==> src/rtl/voice_alloc_if.sv <==
// Command/result bundle between the MIDI front end and voice_alloc.
// The scheduler attaches to the slave modport; the driver of commands uses master.
interface voice_alloc_if #(
  parameter int N = 75
);
  logic         note_on;
  logic         note_off;
  logic [6:0]   note;
  logic [N-1:0] voice_free;
  logic         busy;
  logic [N-1:0] start_out;
  logic [N-1:0] stop_out;
  logic [6:0]   alloc_voice;
  logic         stolen;
  logic         dropped;

  modport master (
    output note_on, note_off, note, voice_free,
    input  busy, start_out, stop_out, alloc_voice, stolen, dropped
  );

  modport slave (
    input  note_on, note_off, note, voice_free,
    output busy, start_out, stop_out, alloc_voice, stolen, dropped
  );
endinterface

==> src/rtl/voice_alloc.sv <==
// Note-to-voice scheduler: one voice examined per clock, then start/stop pulses issued.
// Define VOICE_STEAL_EN to steal the oldest busy voice when the whole bank is occupied.
module voice_alloc #(
  parameter int N     = 75,
  parameter int AGE_W = 8
) (
  input  logic         MHz10,
  input  logic         nrst,
  input  logic         en,
  input  logic         clear,
  voice_alloc_if.slave bus
);
  typedef enum logic [1:0] {IDLE, SCAN, STOP, ISSUE} state_t;

`ifdef VOICE_STEAL_EN
  localparam bit STEAL = 1'b1;
`else
  localparam bit STEAL = 1'b0;
`endif

  state_t       state_q, state_d;
  logic [6:0]   idx_q, idx_d;
  logic         op_on_q, op_on_d;
  logic [6:0]   note_q, note_d;
  logic         mfound_q, mfound_d, ffound_q, ffound_d;
  logic [6:0]   match_q, match_d, free_q, free_d;
  logic         pend_q, pend_d, pend_on_q, pend_on_d;
  logic [6:0]   pend_note_q, pend_note_d;
  logic [6:0]   alloc_q, alloc_d;
  logic [N-1:0] tvalid_q, tvalid_d;
  logic [6:0]   tag_q [N];

`ifdef VOICE_STEAL_EN
  logic             ofound_q, ofound_d;
  logic [6:0]       old_q, old_d;
  logic [AGE_W-1:0] oage_q, oage_d;
  logic [AGE_W-1:0] seq_q, seq_d;
  logic [AGE_W-1:0] stamp_q [N];
  logic [AGE_W-1:0] age;
  assign age = seq_q - stamp_q[idx_q];
`endif

  logic act, cmd, cmd_on, last, launch;
  logic do_start, do_stop, do_steal, miss, fire_start, fire_off;
  logic [6:0]   tgt;
  logic [N-1:0] onehot;

  assign act    = en && !clear;
  assign cmd    = act && (bus.note_on || bus.note_off);
  assign cmd_on = bus.note_on && !bus.note_off;
  assign last   = (idx_q == 7'(N - 1));

  // Action chosen once the scan has seen every voice
  always_comb begin
    tgt      = match_q;
    do_start = 1'b0;
    do_stop  = 1'b0;
    do_steal = 1'b0;
    miss     = 1'b0;
    if (op_on_q) begin
      if (mfound_q) begin
        do_start = 1'b1;
      end else if (ffound_q) begin
        tgt      = free_q;
        do_start = 1'b1;
      end else begin
`ifdef VOICE_STEAL_EN
        tgt      = old_q;
        do_start = 1'b1;
        do_steal = 1'b1;
`else
        miss     = 1'b1;
`endif
      end
    end else begin
      do_stop = mfound_q;
    end
  end

  assign onehot     = {{(N-1){1'b0}}, 1'b1} << tgt;
  assign fire_start = act && (state_q == ISSUE) && do_start;
  assign fire_off   = act && (state_q == ISSUE) && do_stop;

  assign bus.busy        = (state_q != IDLE);
  assign bus.start_out   = fire_start ? onehot : '0;
  assign bus.stop_out    = ((act && state_q == STOP) || fire_off) ? onehot : '0;
  assign bus.stolen      = act && (state_q == ISSUE) && do_steal;
  assign bus.dropped     = (act && bus.note_on && bus.note_off)
                        || (cmd && pend_q && state_q != IDLE)
                        || (act && state_q == ISSUE && miss);
  assign bus.alloc_voice = fire_start ? tgt : alloc_q;

  always_comb begin
    state_d     = state_q;
    idx_d       = idx_q;
    op_on_d     = op_on_q;
    note_d      = note_q;
    mfound_d    = mfound_q;
    match_d     = match_q;
    ffound_d    = ffound_q;
    free_d      = free_q;
    pend_d      = pend_q;
    pend_on_d   = pend_on_q;
    pend_note_d = pend_note_q;
    tvalid_d    = tvalid_q;
    alloc_d     = alloc_q;
    launch      = 1'b0;
`ifdef VOICE_STEAL_EN
    ofound_d    = ofound_q;
    old_d       = old_q;
    oage_d      = oage_q;
    seq_d       = seq_q;
`endif
    if (act) begin
      case (state_q)
        IDLE: begin
          // The slot is older than anything arriving now, so it goes first
          if (pend_q) begin
            launch      = 1'b1;
            op_on_d     = pend_on_q;
            note_d      = pend_note_q;
            pend_d      = cmd;
            pend_on_d   = cmd_on;
            pend_note_d = bus.note;
          end else if (cmd) begin
            launch  = 1'b1;
            op_on_d = cmd_on;
            note_d  = bus.note;
          end
        end
        SCAN: begin
          if (!mfound_q && tvalid_q[idx_q] && tag_q[idx_q] == note_q) begin
            mfound_d = 1'b1;
            match_d  = idx_q;
          end
          if (!ffound_q && bus.voice_free[idx_q]) begin
            ffound_d = 1'b1;
            free_d   = idx_q;
          end
`ifdef VOICE_STEAL_EN
          if (!bus.voice_free[idx_q] && (!ofound_q || age > oage_q)) begin
            ofound_d = 1'b1;
            old_d    = idx_q;
            oage_d   = age;
          end
`endif
          idx_d = idx_q + 7'd1;
          if (last)
            state_d = (op_on_q && (mfound_d || (!ffound_d && STEAL))) ? STOP : ISSUE;
        end
        STOP:    state_d = ISSUE;
        default: state_d = IDLE;
      endcase
      if (state_q != IDLE && cmd && !pend_q) begin
        pend_d      = 1'b1;
        pend_on_d   = cmd_on;
        pend_note_d = bus.note;
      end
      if (launch) begin
        state_d  = SCAN;
        idx_d    = '0;
        mfound_d = 1'b0;
        ffound_d = 1'b0;
`ifdef VOICE_STEAL_EN
        ofound_d = 1'b0;
`endif
      end
      if (fire_start) begin
        tvalid_d[tgt] = 1'b1;
        alloc_d       = tgt;
`ifdef VOICE_STEAL_EN
        seq_d         = seq_q + 1'b1;
`endif
      end
      if (fire_off) tvalid_d[tgt] = 1'b0;
    end
    if (clear) begin
      state_d  = IDLE;
      pend_d   = 1'b0;
      tvalid_d = '0;
      alloc_d  = '0;
`ifdef VOICE_STEAL_EN
      seq_d    = '0;
`endif
    end
  end

  always_ff @(posedge MHz10 or negedge nrst) begin
    if (!nrst) begin
      state_q   <= IDLE;
      idx_q     <= '0;
      op_on_q   <= 1'b0;
      mfound_q  <= 1'b0;
      ffound_q  <= 1'b0;
      pend_q    <= 1'b0;
      pend_on_q <= 1'b0;
      tvalid_q  <= '0;
      alloc_q   <= '0;
`ifdef VOICE_STEAL_EN
      ofound_q  <= 1'b0;
      seq_q     <= '0;
      for (int i = 0; i < N; i++) stamp_q[i] <= '0;
`endif
    end else begin
      state_q   <= state_d;
      idx_q     <= idx_d;
      op_on_q   <= op_on_d;
      mfound_q  <= mfound_d;
      ffound_q  <= ffound_d;
      pend_q    <= pend_d;
      pend_on_q <= pend_on_d;
      tvalid_q  <= tvalid_d;
      alloc_q   <= alloc_d;
`ifdef VOICE_STEAL_EN
      ofound_q  <= ofound_d;
      seq_q     <= seq_d;
      if (clear) begin
        for (int i = 0; i < N; i++) stamp_q[i] <= '0;
      end else if (fire_start) begin
        stamp_q[tgt] <= seq_q;
      end
`endif
    end
  end

  // Datapath registers carry no reset; control flags qualify them
  always_ff @(posedge MHz10) begin
    note_q      <= note_d;
    match_q     <= match_d;
    free_q      <= free_d;
    pend_note_q <= pend_note_d;
`ifdef VOICE_STEAL_EN
    old_q       <= old_d;
    oage_q      <= oage_d;
`endif
    if (fire_start) tag_q[tgt] <= note_q;
  end
endmodule

==> src/flat_wrapper.sv <==
// flat-port wrapper written by rule: the top's interface ports become plain ports
module voice_alloc_flat 
#(
  parameter int N     = 75,
  parameter int AGE_W = 8
)
  (MHz10, nrst, en, clear, bus_note_on, bus_note_off, bus_note, bus_voice_free, bus_busy, bus_start_out, bus_stop_out, bus_alloc_voice, bus_stolen, bus_dropped);
  voice_alloc_if #(.N(N)) bus_i ();
  input  logic MHz10;
  input  logic nrst;
  input  logic en;
  input  logic clear;
  input wire logic [$bits(bus_i.note_on)-1:0] bus_note_on;
  input wire logic [$bits(bus_i.note_off)-1:0] bus_note_off;
  input wire logic [$bits(bus_i.note)-1:0] bus_note;
  input wire logic [$bits(bus_i.voice_free)-1:0] bus_voice_free;
  output wire logic [$bits(bus_i.busy)-1:0] bus_busy;
  output wire logic [$bits(bus_i.start_out)-1:0] bus_start_out;
  output wire logic [$bits(bus_i.stop_out)-1:0] bus_stop_out;
  output wire logic [$bits(bus_i.alloc_voice)-1:0] bus_alloc_voice;
  output wire logic [$bits(bus_i.stolen)-1:0] bus_stolen;
  output wire logic [$bits(bus_i.dropped)-1:0] bus_dropped;
  assign bus_i.note_on = bus_note_on;
  assign bus_i.note_off = bus_note_off;
  assign bus_i.note = bus_note;
  assign bus_i.voice_free = bus_voice_free;
  assign bus_busy = bus_i.busy;
  assign bus_start_out = bus_i.start_out;
  assign bus_stop_out = bus_i.stop_out;
  assign bus_alloc_voice = bus_i.alloc_voice;
  assign bus_stolen = bus_i.stolen;
  assign bus_dropped = bus_i.dropped;
  voice_alloc #(.N(N), .AGE_W(AGE_W)) u_core (.MHz10(MHz10), .nrst(nrst), .en(en), .clear(clear), .bus(bus_i));
endmodule
==> config.mk <==
export PLATFORM = sky130hd
export DESIGN_NAME = voice_alloc_flat
export DESIGN_NICKNAME = d
export VERILOG_FILES = /design/src/rtl/voice_alloc_if.sv /design/src/rtl/voice_alloc.sv /design/src/flat_wrapper.sv
export SDC_FILE = /design/constraint.sdc
export NUM_CORES = 1
export LEC_CHECK = 0
export ABC_AREA = 1
export BUFFER_PORTS_ARGS = -buffer_cell sky130_fd_sc_hd__buf_2
export CAP_MARGIN = 20
export CORE_ASPECT_RATIO = 1.2
export CORE_MARGIN = 2
export CORE_UTILIZATION = 45
export CTS_BUF_LIST = sky130_fd_sc_hd__clkbuf_4 sky130_fd_sc_hd__clkbuf_8
export CTS_CLUSTER_DIAMETER = 60
export DETAILED_ROUTE_END_ITERATION = 8
export PLACE_DENSITY = 0.67
export REMOVE_ABC_BUFFERS = 1
export SLEW_MARGIN = 0
export SYNTH_ARGS = -nofsm -noshare
export SYNTH_HDL_FRONTEND = slang
export SYNTH_SLANG_ARGS = --single-unit
export TNS_END_PERCENT = 10
==> constraint.sdc <==
create_clock -name MHz10 -period 2.66 [get_ports MHz10]
set_input_delay 0.399 -clock MHz10 [delete_from_list [all_inputs] [get_ports MHz10]]
set_output_delay 0.399 -clock MHz10 [all_outputs]
set_load 0.005 [all_outputs]
==> metrics.md <==
| Metric | Value |
|---|---|
| Status | `complete, but fails checks` |
| Failing checks | `negative setup slack` |
| Synth async-reset ratio | `14.8%` |
| WL per Instance | `around 21 um` |
| Fin crit share | `124%` |
| Initial antenna violation count | `1` |
| Met3 layer usage reported by global route | `~4.6%` |
| Initial core utilization | `45.7%` |
| Vias in the first global route | `24,400` |
| Utilization after layout | `about 61%` |
| Largest net degree at the start of global routing | `76` |
| Die X | `238 um` |
| Share of cells above drive strength 1 | `33.5%` |
| Root Driver | `clkbuf_8` |
| TritonCTS clock tree | `built` |
| Clock Path Buffers | `3` |
| Final Max Slew Viols | `0` |
| Clock skew | `0.0332 ns` |
| Commonest non-fill, non-tap cell in the layout | `nand2_1` |
| Fin. Hold Viols | `0` |
| Non-filler cells, final | `4,720` |
| Worst-Margin Slew | `a little under 1 ns` |
| Area grow syn2layout | `34.0%` |
| Sequential share of the synthesized area | `64.3%` |
| Row count | `102` |
| Critical path peak fanout | `6` |
| Power per Cell Area | `748 mW/mm^2` |
| Port bufs | `approximately 250` |
| Clk sinks | `649` |
| Clk_lat worst skew | `0.73 ns` |
| Io pins | `248` |
| Die area | `roughly 0.068 sq mm` |
| First-pass DRT Iterations | `8` |
| HP Class | `in -> reg` |
| Minimum clock period after layout | `3.31 ns` |
| CP arrival | `2.91 ns` |
| Starting DRT DRC Count | `2,364` |
| Vias per Instance | `5.35` |
| Met2 usage in global routing | `49.1%` |
| Global-route wire length before repair | `146,000 um` |
| Fillers | `5,124` |
| DPL Wire Length | `65,300 um` |
| Crit Path Category | `reg -> out` |
| Clk slew on worst S/H paths | `0.06 ns` |
| Post-route antenna net violation count | `0` |
| Die Height | `285 um` |
| Max-Cap Viols | `0` |
| Final Wtd Congestion | `0.969` |
| Mean Syn Cell Area | `9.69 sq um` |
| Peak VDD IR | `between 0.5 and 0.6 mV` |
| Syn Inst Count | `3,051` |
| P_leak | `0.0163 uW` |
| H-tree depth | `3` |
| RSZ-0062 raised after global routing | `true` |
| Cells after DPL | `around 4,400` |
| Final-stage net count | `roughly 3,900` |
| CP endpoint kind | `output pin` |
| Netlist cell types | `42` |
| Worst setup slack after layout | `-0.651 ns` |
| Fmax | `302 MHz` |
| Seq cells post-synth | `649` |
| Slew HR | `34.7%` |
| Routed vias | `25,300` |
| Final setup vio count | `~210` |
| Total CTS buffers | `around 100` |
| Grt total ovfl | `0` |
| Yosys warning count | `0` |
| Synthesized cell area | `about 0.030 sq mm` |
| Required time worst endpoint | `2.26 ns` |
| Total Wirelength | `approximately 99,000 um` |
| M1 GR Usage | `35.1%` |
| Core ar. | `0.0647 sq mm` |
| Number of flops mapped to enable cells by yosys | `553` |
| Dominant synthesized flop cell | `edfxtp_1` |
| Worst setup SP type | `flip-flop` |
| DR DRC count | `0` |
| Most frequent cells in the layout | `672 x nand2_1, 553 x edfxtp_1, 469 x buf_4` |
| Total track usage | `28.7%` |
| Global route hottest layer | `met2` |
-- cell type report --
cell class / count / area [sq um] / area share (%)
tap: 832 / 1040 / 2.63
timing repair buffer: 814 / 6300 / 15.9
clock buffer: 149 / 1820 / 4.59
inverter: 321 / 1290 / 3.25
antenna: 1 / 2.50 / 0.00632
multi-input combinational: 1911 / 9760 / 24.6
sequential: 649 / 19000 / 48.0
clock inverter: 43 / 383 / 0.967
-- sequential cells by signal (all words and copies together) (netlist names) --
signal	count
u_core.tag_q	525
u_core.tvalid_q	75
u_core.alloc_q	7
u_core.free_q	7
u_core.idx_q	7
u_core.match_q	7
u_core.note_q	7
u_core.pend_note_q	7
u_core.state_q	2
u_core.ffound_q	1
u_core.mfound_q	1
u_core.op_on_q	1
u_core.pend_on_q	1
u_core.pend_q	1
-- cells in the mapped netlist (2+ instances only) --
cell / n / area [sq um]
a221oi_1: 8 / 70.1
edfxtp_1: 553 / 16600
buf_4: 17 / 128
inv_2: 6 / 22.5
o22ai_1: 2 / 12.5
nor2_1: 640 / 2400
nand4_1: 50 / 313
buf_1: 7 / 26.3
o2bb2ai_1: 72 / 631
clkinv_1: 10 / 37.5
or2_2: 5 / 31.3
nor3_2: 2 / 20.0
o21ai_1: 18 / 90.1
a22oi_1: 23 / 173
dfrtp_1: 96 / 2400
inv_1: 304 / 1140
nor3_1: 8 / 40.0
o211ai_1: 23 / 173
clkbuf_1: 68 / 255
nand2_1: 681 / 2560
nand3b_1: 2 / 15.0
a311oi_1: 3 / 26.3
o21ai_0: 111 / 556
buf_2: 78 / 390
nand3_1: 188 / 941
o2111ai_1: 8 / 70.1
or2_1: 2 / 12.5
ha_1: 6 / 75.1
a21oi_1: 47 / 235
-- per-stage QoR --
| stage | setup TNS (ns) | setup slack, ns | cell area (sq um) | hold slack [ns] | total power [uW] |
|---|---|---|---|---|---|
| after floorplan | -2329.32 | -7.78 | 28800 | 0.103 | 16200 |
| after detailed placement | -81.14 | -0.492 | 34700 | 0.441 | 20200 |
| after global placement | -60.60 | -0.474 | 34700 | 0.437 | 20200 |
| final | -93.78 | -0.651 | 39600 | 0.0586 | 29600 |
| after CTS | -102.68 | -0.672 | 38700 | 0.0210 | 29400 |
| after global routing | -125.44 | -0.755 | 39600 | 0.0648 | 30900 |
-- per-layer routing --
metal,vias up,wire (um)
li1,11700,-
met1,12100,36600
met2,1224,49100
met3,273,7990
met4,0,5090
met5,-,0
-- critical path: stages (launching register included) --
cell      delay, ns
dfrtp_1        0.38
inv_2          0.09
nand3_4        0.08
buf_6          0.14
buf_8          0.14
o21ai_4        0.22
buf_4          0.16
nand2_4        0.07
nor2_4         0.13
clkinv_4       0.10
buf_12         0.17
nor2_4         0.19
inv_4          0.07
nor2_4         0.09
buf_2          0.13
-- where the power goes --
group	switching [uW]	internal, uW	total, uW
sequential	156	11200	11300
clock	4080	5010	9080
combinational	6050	3200	9250
total	10300	19400	29600
-- worst paths after layout --
| path | startpoint | end | slack (ns) | cells past startpoint |
|---|---|---|---|---|
| worst max-delay path | u_core.mfound_q$_DFFE_PN0P_ | bus_start_out[36] | -0.65 | 14 |
| worst min-delay path | bus_note_off | u_core.pend_on_q$_DFFE_PN0P_ | 0.06 | 5 |
| worst max register to register | u_core.mfound_q$_DFFE_PN0P_ | u_core.tag_q[26][1]$_DFFE_PP_ | -0.60 | 16 |
| worst min register to register | u_core.pend_on_q$_DFFE_PN0P_ | u_core.pend_on_q$_DFFE_PN0P_ | 0.50 | 1 |
| max in group asynchronous | nrst | u_core.tvalid_q[52]$_DFFE_PN0P_ | 1.64 | 3 |
| min in group asynchronous | nrst | u_core.tvalid_q[66]$_DFFE_PN0P_ | 0.23 | 2 |
-- logic make-up after synthesis --
logic type | synth area share, %
AND/OR/NAND/NOR | 21.6
flip-flops | 64.3
buffers and inverters | 6.79
AO/OA/AOI/OAI | 7.06
adder cells (fa/ha/maj) | 0.254
other | 0.0127
-- timing repair --
| item | 4_1_cts | 5_1_grt |
|---|---|---|
| hold buffers | 8 | 0 |
| endpoints found under the hold margin | 46 | 0 |
| buffers inserted | 117 | 30 |
| gates cloned | 1 | 0 |
| endpoints found under the setup margin | 720 | 489 |
| pin swaps | 52 | 52 |
| resized for setup | 300 | 205 |
Note: power is estimated with default switching activity, not from simulation.
